--- src/rtl/trdb_trace_ctrl.sv ---
// trdb_trace_ctrl: trace session sequencer (wait ready, start, run with resync, stop, drain).
// Moore FSM; request outputs decode from the state register, resync request is registered.
module trdb_trace_ctrl #(
    parameter int unsigned CNT_W         = 16,
    parameter int unsigned DRAIN_TIMEOUT = 64
) (
    input  logic             clk_i,
    input  logic             rst_i,
    input  logic             trace_activated_i,
    input  logic             trace_req_on_i,
    input  logic             trace_req_off_i,
    input  logic             encapsulator_ready_i,
    input  logic             start_ack_i,
    input  logic             stop_ack_i,
    input  logic             packet_emitted_i,
    input  logic             packet_pending_i,
    input  logic [CNT_W-1:0] resync_period_i,
    input  logic             resync_ack_i,
    output logic             trace_enable_o,
    output logic             start_req_o,
    output logic             stop_req_o,
    output logic             resync_req_o,
    output logic [2:0]       state_o,
    output logic             drain_timeout_o
);
    typedef enum logic [2:0] {
        IDLE       = 3'd0,
        WAIT_READY = 3'd1,
        START      = 3'd2,
        RUN        = 3'd3,
        STOP       = 3'd4,
        DRAIN      = 3'd5
    } state_e;

    localparam int unsigned       DW         = DRAIN_TIMEOUT > 1 ? $clog2(DRAIN_TIMEOUT) : 1;
    localparam logic [DW-1:0]     DRAIN_LAST = DW'(DRAIN_TIMEOUT - 1);
    localparam logic [CNT_W-1:0]  ONE        = CNT_W'(1);

    state_e              state_q, state_d;
    logic                on_q, off_q, pending_off_q, resync_req_q, drain_timeout_q;
    logic [CNT_W-1:0]    resync_cnt_q;
    logic [DW-1:0]       drain_cnt_q;
    logic                on_edge, off_edge, resync_on, resync_hit, drain_expired;

    assign on_edge       = trace_req_on_i & ~on_q;
    assign off_edge      = trace_req_off_i & ~off_q;
    assign resync_on     = state_q == RUN && resync_period_i != '0;
    assign resync_hit    = resync_on && packet_emitted_i && resync_cnt_q == resync_period_i - ONE;
    assign drain_expired = state_q == DRAIN && packet_pending_i && drain_cnt_q == DRAIN_LAST;

    always_comb begin
        state_d = state_q;
        case (state_q)
            IDLE:       if (on_edge && trace_activated_i && !off_edge) state_d = WAIT_READY;
            WAIT_READY: state_d = (off_edge || !trace_activated_i) ? IDLE :
                                  encapsulator_ready_i ? START : WAIT_READY;
            START:      if (start_ack_i) state_d = RUN;
            RUN:        if (off_edge || pending_off_q || !trace_activated_i || !encapsulator_ready_i)
                            state_d = STOP;
            STOP:       if (stop_ack_i) state_d = DRAIN;
            DRAIN:      if (!packet_pending_i || drain_expired) state_d = IDLE;
            default:    state_d = IDLE;
        endcase
    end

    always_ff @(posedge clk_i) begin
        if (rst_i) begin
            state_q         <= IDLE;
            on_q            <= 1'b0;
            off_q           <= 1'b0;
            pending_off_q   <= 1'b0;
            resync_req_q    <= 1'b0;
            drain_timeout_q <= 1'b0;
            resync_cnt_q    <= '0;
            drain_cnt_q     <= '0;
        end else begin
            state_q       <= state_d;
            on_q          <= trace_req_on_i;
            off_q         <= trace_req_off_i;
            // an off request seen during START is only honoured once the start packet is out
            pending_off_q <= state_q == START && (pending_off_q || off_edge || !trace_activated_i);
            resync_req_q  <= state_q == RUN && state_d == RUN &&
                             (resync_hit || (resync_req_q && !resync_ack_i));
            if (state_q == START && start_ack_i)
                resync_cnt_q <= '0;
            else if (resync_hit)
                resync_cnt_q <= '0;
            else if (resync_on && packet_emitted_i && resync_cnt_q != '1)
                resync_cnt_q <= resync_cnt_q + ONE;
            drain_cnt_q <= state_q == DRAIN ? drain_cnt_q + DW'(1) : '0;
            if (state_q == START && start_ack_i)
                drain_timeout_q <= 1'b0;
            else if (drain_expired)
                drain_timeout_q <= 1'b1;
        end
    end

    assign trace_enable_o  = state_q inside {START, RUN, STOP};
    assign start_req_o     = state_q == START;
    assign stop_req_o      = state_q == STOP;
    assign resync_req_o    = resync_req_q;
    assign state_o         = state_q;
    assign drain_timeout_o = drain_timeout_q;
endmodule

--- config.mk ---
export PLATFORM = sky130hd
export DESIGN_NAME = trdb_trace_ctrl
export DESIGN_NICKNAME = d
export VERILOG_FILES = /design/src/rtl/trdb_trace_ctrl.sv
export SDC_FILE = /design/constraint.sdc
export NUM_CORES = 1
export LEC_CHECK = 0
export CORE_MARGIN = 2
export CORE_UTILIZATION = 35
export CTS_BUF_LIST = sky130_fd_sc_hd__clkbuf_8
export DETAILED_ROUTE_END_ITERATION = 7
export HOLD_SLACK_MARGIN = 0.12
export SETUP_SLACK_MARGIN = 0.15
export SLEW_MARGIN = 20
export SYNTH_ARGS = -nofsm -noshare
export SYNTH_HDL_FRONTEND = slang
export SYNTH_SLANG_ARGS = --single-unit
export TNS_END_PERCENT = 5
--- constraint.sdc ---
create_clock -name clk_i -period 4.3 [get_ports clk_i]
set_input_delay 0.645 -clock clk_i [delete_from_list [all_inputs] [get_ports clk_i]]
set_output_delay 0.645 -clock clk_i [all_outputs]
set_load 0.02 [all_outputs]
* Word-level counts from Yosys, hierarchy flattened
Cells that the tools add are included.
Operators by class: bitwise gates (word level) 5, add/subtract/negate cells 3, muxes and demuxes 8, equality and inequality tests 9, reductions and logical operators 30
Operators by type and width (number):
- $pmux 3 s6 | 1
- $add 16x1->16 const B | 1
- $eq 16x16->1 | 1
- $ne 16x16->1 const B | 1
- $reduce_bool 16->1 | 1
- $sub 16x1->16 const B | 1
- $mux 3 | 5
- $logic_and 1x1->1 | 13
- $eq 3x2->1 const B | 3
- $add 6x1->6 const B | 1
- $eq 3x3->1 const B | 2
- $eq 6x6->1 const B | 1
- $logic_or 1x1->1 | 6
- $logic_not 1->1 | 5
- $mux 2 | 2
- $reduce_or 2->1 | 2
- $eq 3x1->1 const B | 1
- $logic_not 3->1 | 1
- $not 1->1 | 3
- $reduce_bool 3->1 | 1
- $reduce_or 3->1 | 1
- $and 1x1->1 | 2
Storage, ports and cells: logic and storage cells 63, output and inout port bits 8, bits in registers 30, bits of input ports 27

* Logic depth before layout (Yosys ltp)
Gate-level depths: netlist of run 1.
depth in word-level cells 10, mapped depth 11, gate-level depth less buffers 9

* Least setup slack after synthesis of run 1
OpenSTA, ideal clock, no wires.
kind input -> register, from input port resync_period_i[5], to register resync_cnt_q[4], arrival 2.638 ns, setup time 0.115 ns, stages on the path 9, required time 4.185 ns, buffers on the path 2, slack 1.546 ns, cells stage by stage buf_6 or4_4 or4_4 a211o_1 nand2_1 a31oi_2 o21ai_4 buf_8 nor2_2
On the way: cells in the longest elaborated chain, start to end 5, elaborated cells between the ends (all ways) 8, those cells by class add/sub: 1; eq/ne: 1; reduce/logical: 6
RTL lines:
- from (decl) | line 17 | input logic [CNT_W-1:0] resync_period_i,
- parallel branches: the longest is 5 deep, another holds $sub 16x1->16
- to (signal assigned) | line 89 | resync_cnt_q <= resync_cnt_q + ONE;
- to (decl) | line 41 | logic [CNT_W-1:0] resync_cnt_q;
Parallel ways; which one is timed is not known. A chain may end at the register's enable or synchronous reset.

* Worst setup path in the final report of run 1
from input port resync_period_i[0], to register resync_cnt_q[10]
Same word-level chain as after synthesis.

==> run metrics, run 1 <==
gpl congestion=0.809; Max Slew Vio Count=0; Tightest Pin Transition=0.697 ns; Comb power frac=24.1%; RSZ-0062 raised after global routing=no; WL/cell=13.7 µm; # port buffers=34; CP max FO=16; Routed WL=4.88 mm; post-synthesis compound-gate area fraction=13.2%; synth warn=0; largest family of logic cells by synthesized area=simple AND/OR/NAND/NOR gates; H-tree depth=2; total gr overflow=0; Pint=502 µW; critical path type=in2reg; Final ANT Viol Nets=0; Die Y=80.4 µm; Worst Hold Class=reg2reg; Post-CTS Setup Bufs=0; most frequent cells in the layout=clkdlybuf4s50_1, dfxtp_1, nor2_1; area share of fa/ha/maj cells after synthesis=1.84%; WP data arrival=3.51 ns; worst r2r dst=resync_cnt_q[10]; DR pass1 iterations=4; vias in the first global route=1714; fmax=0.298 GHz; first-pass GRT wire length=8.14 mm; Pleak=0.000825 µW; NetSw=232 µW; Layout Nets=312; Power Dens Cells=292 nW/µm²; Top FF cell, synth=dfxtp_1; most common library cell in the layout ignoring fill and taps=clkdlybuf4s50_1; reg2reg start=state_o[1]; Hold Crit Depth=1; share of the synthesized area in the top cell type=29.4%; Synth Area in XOR/XNOR=15.9%; Core ar.=5570 µm²; via count=1841; hold buffer count at cts=0; post-synth cell types=52; WHS=0.468 ns; mux contribution to synthesized area=0.551%; final setup vio count=0; DRT iter0 DRCs=130; final hold violation count=0; Worst-path clk slew=0.07 ns; die area=6460 µm²; Syn Nets=280; Max IR drop VDD=154 µV; std cell rows=27; ys async rst share=0%; Syn Inst Count=250; net switching fraction of the power=31.6%; outcome=completed; Period minus WS final=3.36 ns; layout cells sized above 1=9.54%; Setup TNS=0 ns; vias per cell=5.19; Slew Limit Headroom=53.3%; DRC=0; Synth Register Bits=30; startpoint class of the critical path=primary input; num ports=35; mean post-synth cell area=8.17 µm²; crit share post-route=78.1%; sequential share of the synthesized area=29.4%; total CTS buffers=5; # resized after CTS=0; area grow syn2layout=22.9%; Post-DP HPWL=3.72 mm; clock insertion delay at the later pin of the skew report=0.29 ns; Worst Hold End=drain_timeout_o; initial antenna violation count=0; leading post-synthesis cells by cell area=dfxtp_1, xnor2_1, xor2_1; Simple-Gate Fraction of Synth Area=34.5%; Synth area leader=dfxtp_1; CP Launch Point=resync_period_i[0]; critical path endpoint category=register; Post-synth EDFFs=0; Clock power frac=32.3%; reg2reg setup slack=1.79 ns; Mapped Area=2040 µm²; Reg power frac=43.6%; Sink Count=30; largest net degree at the start of global routing=17; clock root buffer=clkbuf_8; Clock Path Buffers=2; worst r2r path cells=7; CTS tree=yes; gr usage total=16.3%; Antenna diodes=0; Max Cap Viol=0; initial core utilization=36.7%; clk_skew=0.00787 ns; Chip Width=80.4 µm; post-route core utilization=45.1%; hold path start=drain_timeout_o; Worst EP required=4.46 ns
power groups by stage:
stage	logic (µW)	registers (µW)	clock network, µW
3_5_place_dp	177	326	0
3_3_place_gp	177	326	0
5_1_grt	196	326	257
6_report	177	320	237
4_1_cts	178	320	242
2_1_floorplan	112	315	0
per-layer routing:
metal / global-route usage (%) / part of all wire, % / vias to the layer above / wire (µm)
met2: 25.2 / 46 / 33 / 2230
met5: 0 / 0 / - / 0
li1: - / - / 948 / -
met1: 22.4 / 51 / 855 / 2470
met3: 3.03 / 2.6 / 5 / 129
met4: 6.10 / 1.1 / 0 / 55
how the worst max path moves through the flow:
stage / end / slack, ns
global placement: resync_cnt_q[13] / 0.69
detailed placement: resync_cnt_q[10] / 0.64
CTS: resync_cnt_q[10] / 0.95
global route: resync_cnt_q[14] / 0.78
floorplan: resync_cnt_q[4] / 1.55
finish: resync_cnt_q[10] / 0.94
flip-flops by register name (all words and copies together) (netlist names):
register         flops
drain_cnt_q          6
drain_timeout_o      1
off_q                1
on_q                 1
pending_off_q        1
resync_cnt_q        16
resync_req_o         1
state_o              3
cells in the mapped netlist, types with 2 or more instances:
cell type,number
o22ai_1,3
nand4_1,5
o21ai_0,5
a21oi_1,8
dfxtp_1,30
o21a_1,2
nor3_1,8
xor2_1,12
xnor2_1,25
o221ai_1,2
nand3b_1,2
or4_1,2
clkbuf_1,5
nand3_1,18
nand2_1,12
nand2b_1,5
nor4_1,5
nor2b_1,8
and3_1,4
or4_4,2
nor4b_1,2
a211oi_1,3
nor2_2,11
o211a_1,2
a31oi_1,2
or3_1,3
nor2_1,26
inv_1,11
o31ai_1,2
ha_1,3
critical path: stages:
cell,delay (ns)
clkdlybuf4s50_1,0.47
inv_1,0.09
ha_1,0.21
or4b_1,0.63
nor3_1,0.24
xnor2_1,0.15
nor4_4,0.29
nand4_2,0.17
o21ai_4,0.50
nor2_1,0.11
kinds of logic (layout without fill, tap and decap cells):
group | count (synthesis) | after routing
compound gates | 36 | 36
xor+xnor | 37 | 37
fa+ha+maj | 3 | 3
buf+inv | 20 | 53
flops | 30 | 30
mux | 1 | 1
simple gates | 123 | 123
metrics by stage:
stage / std cells / setup WS (ns) / power [µW] / instance area, µm²
final: 355 / 0.943 / 733 / 2510
after global routing: 355 / 0.781 / 778 / 2510
after CTS: 355 / 0.947 / 740 / 2510
after detailed placement: 347 / 0.644 / 503 / 2420
after global placement: 347 / 0.693 / 503 / 2420
after floorplan: 250 / 1.55 / 427 / 2040
layout make-up:
class,count,area (µm²)
Clock inverter,2,8.76
Fill cell,567,3060
Multi-Input combinational cell,200,1350
Inverter,11,41.3
Timing Repair Buffer,34,340
Sequential cell,30,601
Tap cell,72,90.1
Clock buffer,6,82.6
No activity file was read; power rests on OpenSTA's default activity.
==> run 2: changes to the inputs <==
- clock period: 4.3 -> 2.7 ns (I/O delays scaled with it)
==> run 2 against run 1 <==
Against the previous run:
- sequential share of layout area is 2.6 points lower
- critical path depth fell by 1
- worst hold slack got worse by 0.0056 ns
- critical endpoint is now resync_cnt_q[1]
- die area unchanged
- utilization increased by 5.6 points
- count of clock-buffer cells in the layout stayed put
- register-to-register slack worse by 1.4 ns
- highest routed layer unchanged
==> run metrics, run 2 (synthesis results as in run 1) <==
largest register by flop count=resync_cnt_q; # port buffers=34; most frequent cells in the layout=dfxtp_1, nor2_1, clkdlybuf4s50_1; max reg flops=16; worst r2r path cells=7; Period minus WS final=2.48 ns; via count=1971; DP Area=2600 µm²; vias per cell=5.17; std cell rows=27; Antenna diodes=0; Layout Nets=338; Worst-path clk slew=0.06 ns; Worst EP required=2.87 ns; fmax=0.403 GHz; CP cell instances=dlygate4sd2_1, or4_4, or2_4, or3_1, o22ai_2, nand4_4, o21ai_4, buf_12, a21oi_1; total CTS buffers=5; Chip Width=80.4 µm; gr usage total=17.2%; worst r2r dst=resync_cnt_q[3]; Routed WL=5.35 mm; Die Y=80.4 µm; Hold Crit Depth=1; final setup vio count=0; overall power=1240 µW; total gr overflow=0; final instance area=2820 µm²; Pleak=0.000980 µW; final hold violation count=0; area grow syn2layout=38.2%; hold path start=drain_timeout_o; outcome=completed; critical path endpoint category=register; Final ANT Viol Nets=0; Crit path max-delay family=simple AND/OR/NAND/NOR gates; die area=6460 µm²; CP max FO=8; first-pass GRT wire length=8.60 mm; largest net degree at the start of global routing=15; Core ar.=5570 µm²; DRT iter0 DRCs=81; crit path buf inv count=2; reg2reg setup slack=0.38 ns; Max IR drop VDD=207 µV; startpoint class of the critical path=primary input; most common library cell in the layout ignoring fill and taps=dfxtp_1; clock root buffer=clkbuf_8; num ports=35; Max Cap Viol=0; DRC=0; CTS tree=yes; WP data arrival=2.65 ns; initial antenna violation count=0; critical path type=in2reg; clk_skew=0.00503 ns; H-tree depth=2; Post-DP HPWL=3.79 mm; gpl congestion=0.833; Max Slew Vio Count=0; initial core utilization=36.7%; Slew Limit Headroom=43.8%; WL/cell=14.0 µm; layout cells sized above 1=22.0%; Worst Hold Class=reg2reg; Largest stage delay, worst path=0.57 ns; Tightest Pin Transition=0.835 ns; Sink Count=30; crit share post-route=91.8%; vias in the first global route=1856; reg2reg start=resync_cnt_q[4]; hold buffer count at cts=0; CP max stage cell=or4_4; Setup TNS=0 ns; Clock Path Buffers=2; Power Dens Cells=439 nW/µm²; clock insertion delay at the later pin of the skew report=0.28 ns; Worst Hold End=drain_timeout_o; RSZ-0062 raised after global routing=no; DR pass1 iterations=4
## run 2: cell type report
type                       instances  area, µm²
timing repair buffer              60        559
multi-input combinational        200       1440
clock inverter                     2       8.76
inverter                          11       41.3
fill                             563       2750
tap                               72       90.1
clock buffer                       6       82.6
sequential                        30        601
## run 2: routing by layer
layer	GRT usage [%]	vias up	wire [µm]	part of all wire [%]
li1	-	1001	-	-
met1	23.3	933	2590	49
met5	0	-	0	0
met3	3.03	3	158	3.0
met4	5.42	0	30	0.56
met2	27.5	34	2560	48
## run 2: where the power goes
part / switching (µW) / internal (µW)
clock: 173 / 202
combinational: 205 / 186
sequential: 12.2 / 461
## run 2: stage by stage
step                hold WS (ns)  util, %  setup WS (ns)  instances
detailed placement         0.454     46.6         -0.339        369
floorplan                  0.430        -          0.186        250
finish                     0.462     50.6          0.221        381
CTS                        0.469     50.4          0.187        381
global route               0.487     50.6          0.156        381
global placement           0.449     46.6         -0.308        369
## run 2: worst reg2reg max path, cell delays in order, from the launching register on
cell and delay [ns]:
dfxtp_1 0.44, nand3_1 0.22, nor4_1 0.77, nor2b_1 0.31
nor2_1 0.13, nand4_1 0.13, xor2_1 0.18, nor2_2 0.04
## run 2: timing repair
item / 4_1_cts / 5_1_grt
gates resized for setup: 25 / 5
gates cloned: 1 / 0
pin swaps: 11 / 7
setup buffers: 3 / 0
endpoints found under the setup margin: 17 / 17
## run 2: how the worst max path moves through the flow
stage,startpoint,to,slack [ns],depth (start not counted)
2_1_floorplan,resync_period_i[5],resync_cnt_q[4],0.19,9
3_3_place_gp,resync_period_i[0],resync_cnt_q[14],-0.31,9
3_5_place_dp,resync_period_i[0],resync_req_o,-0.34,9
4_1_cts,resync_period_i[5],resync_cnt_q[14],0.19,9
5_1_grt,resync_period_i[1],resync_cnt_q[1],0.16,9
6_report,resync_period_i[1],resync_cnt_q[1],0.22,9
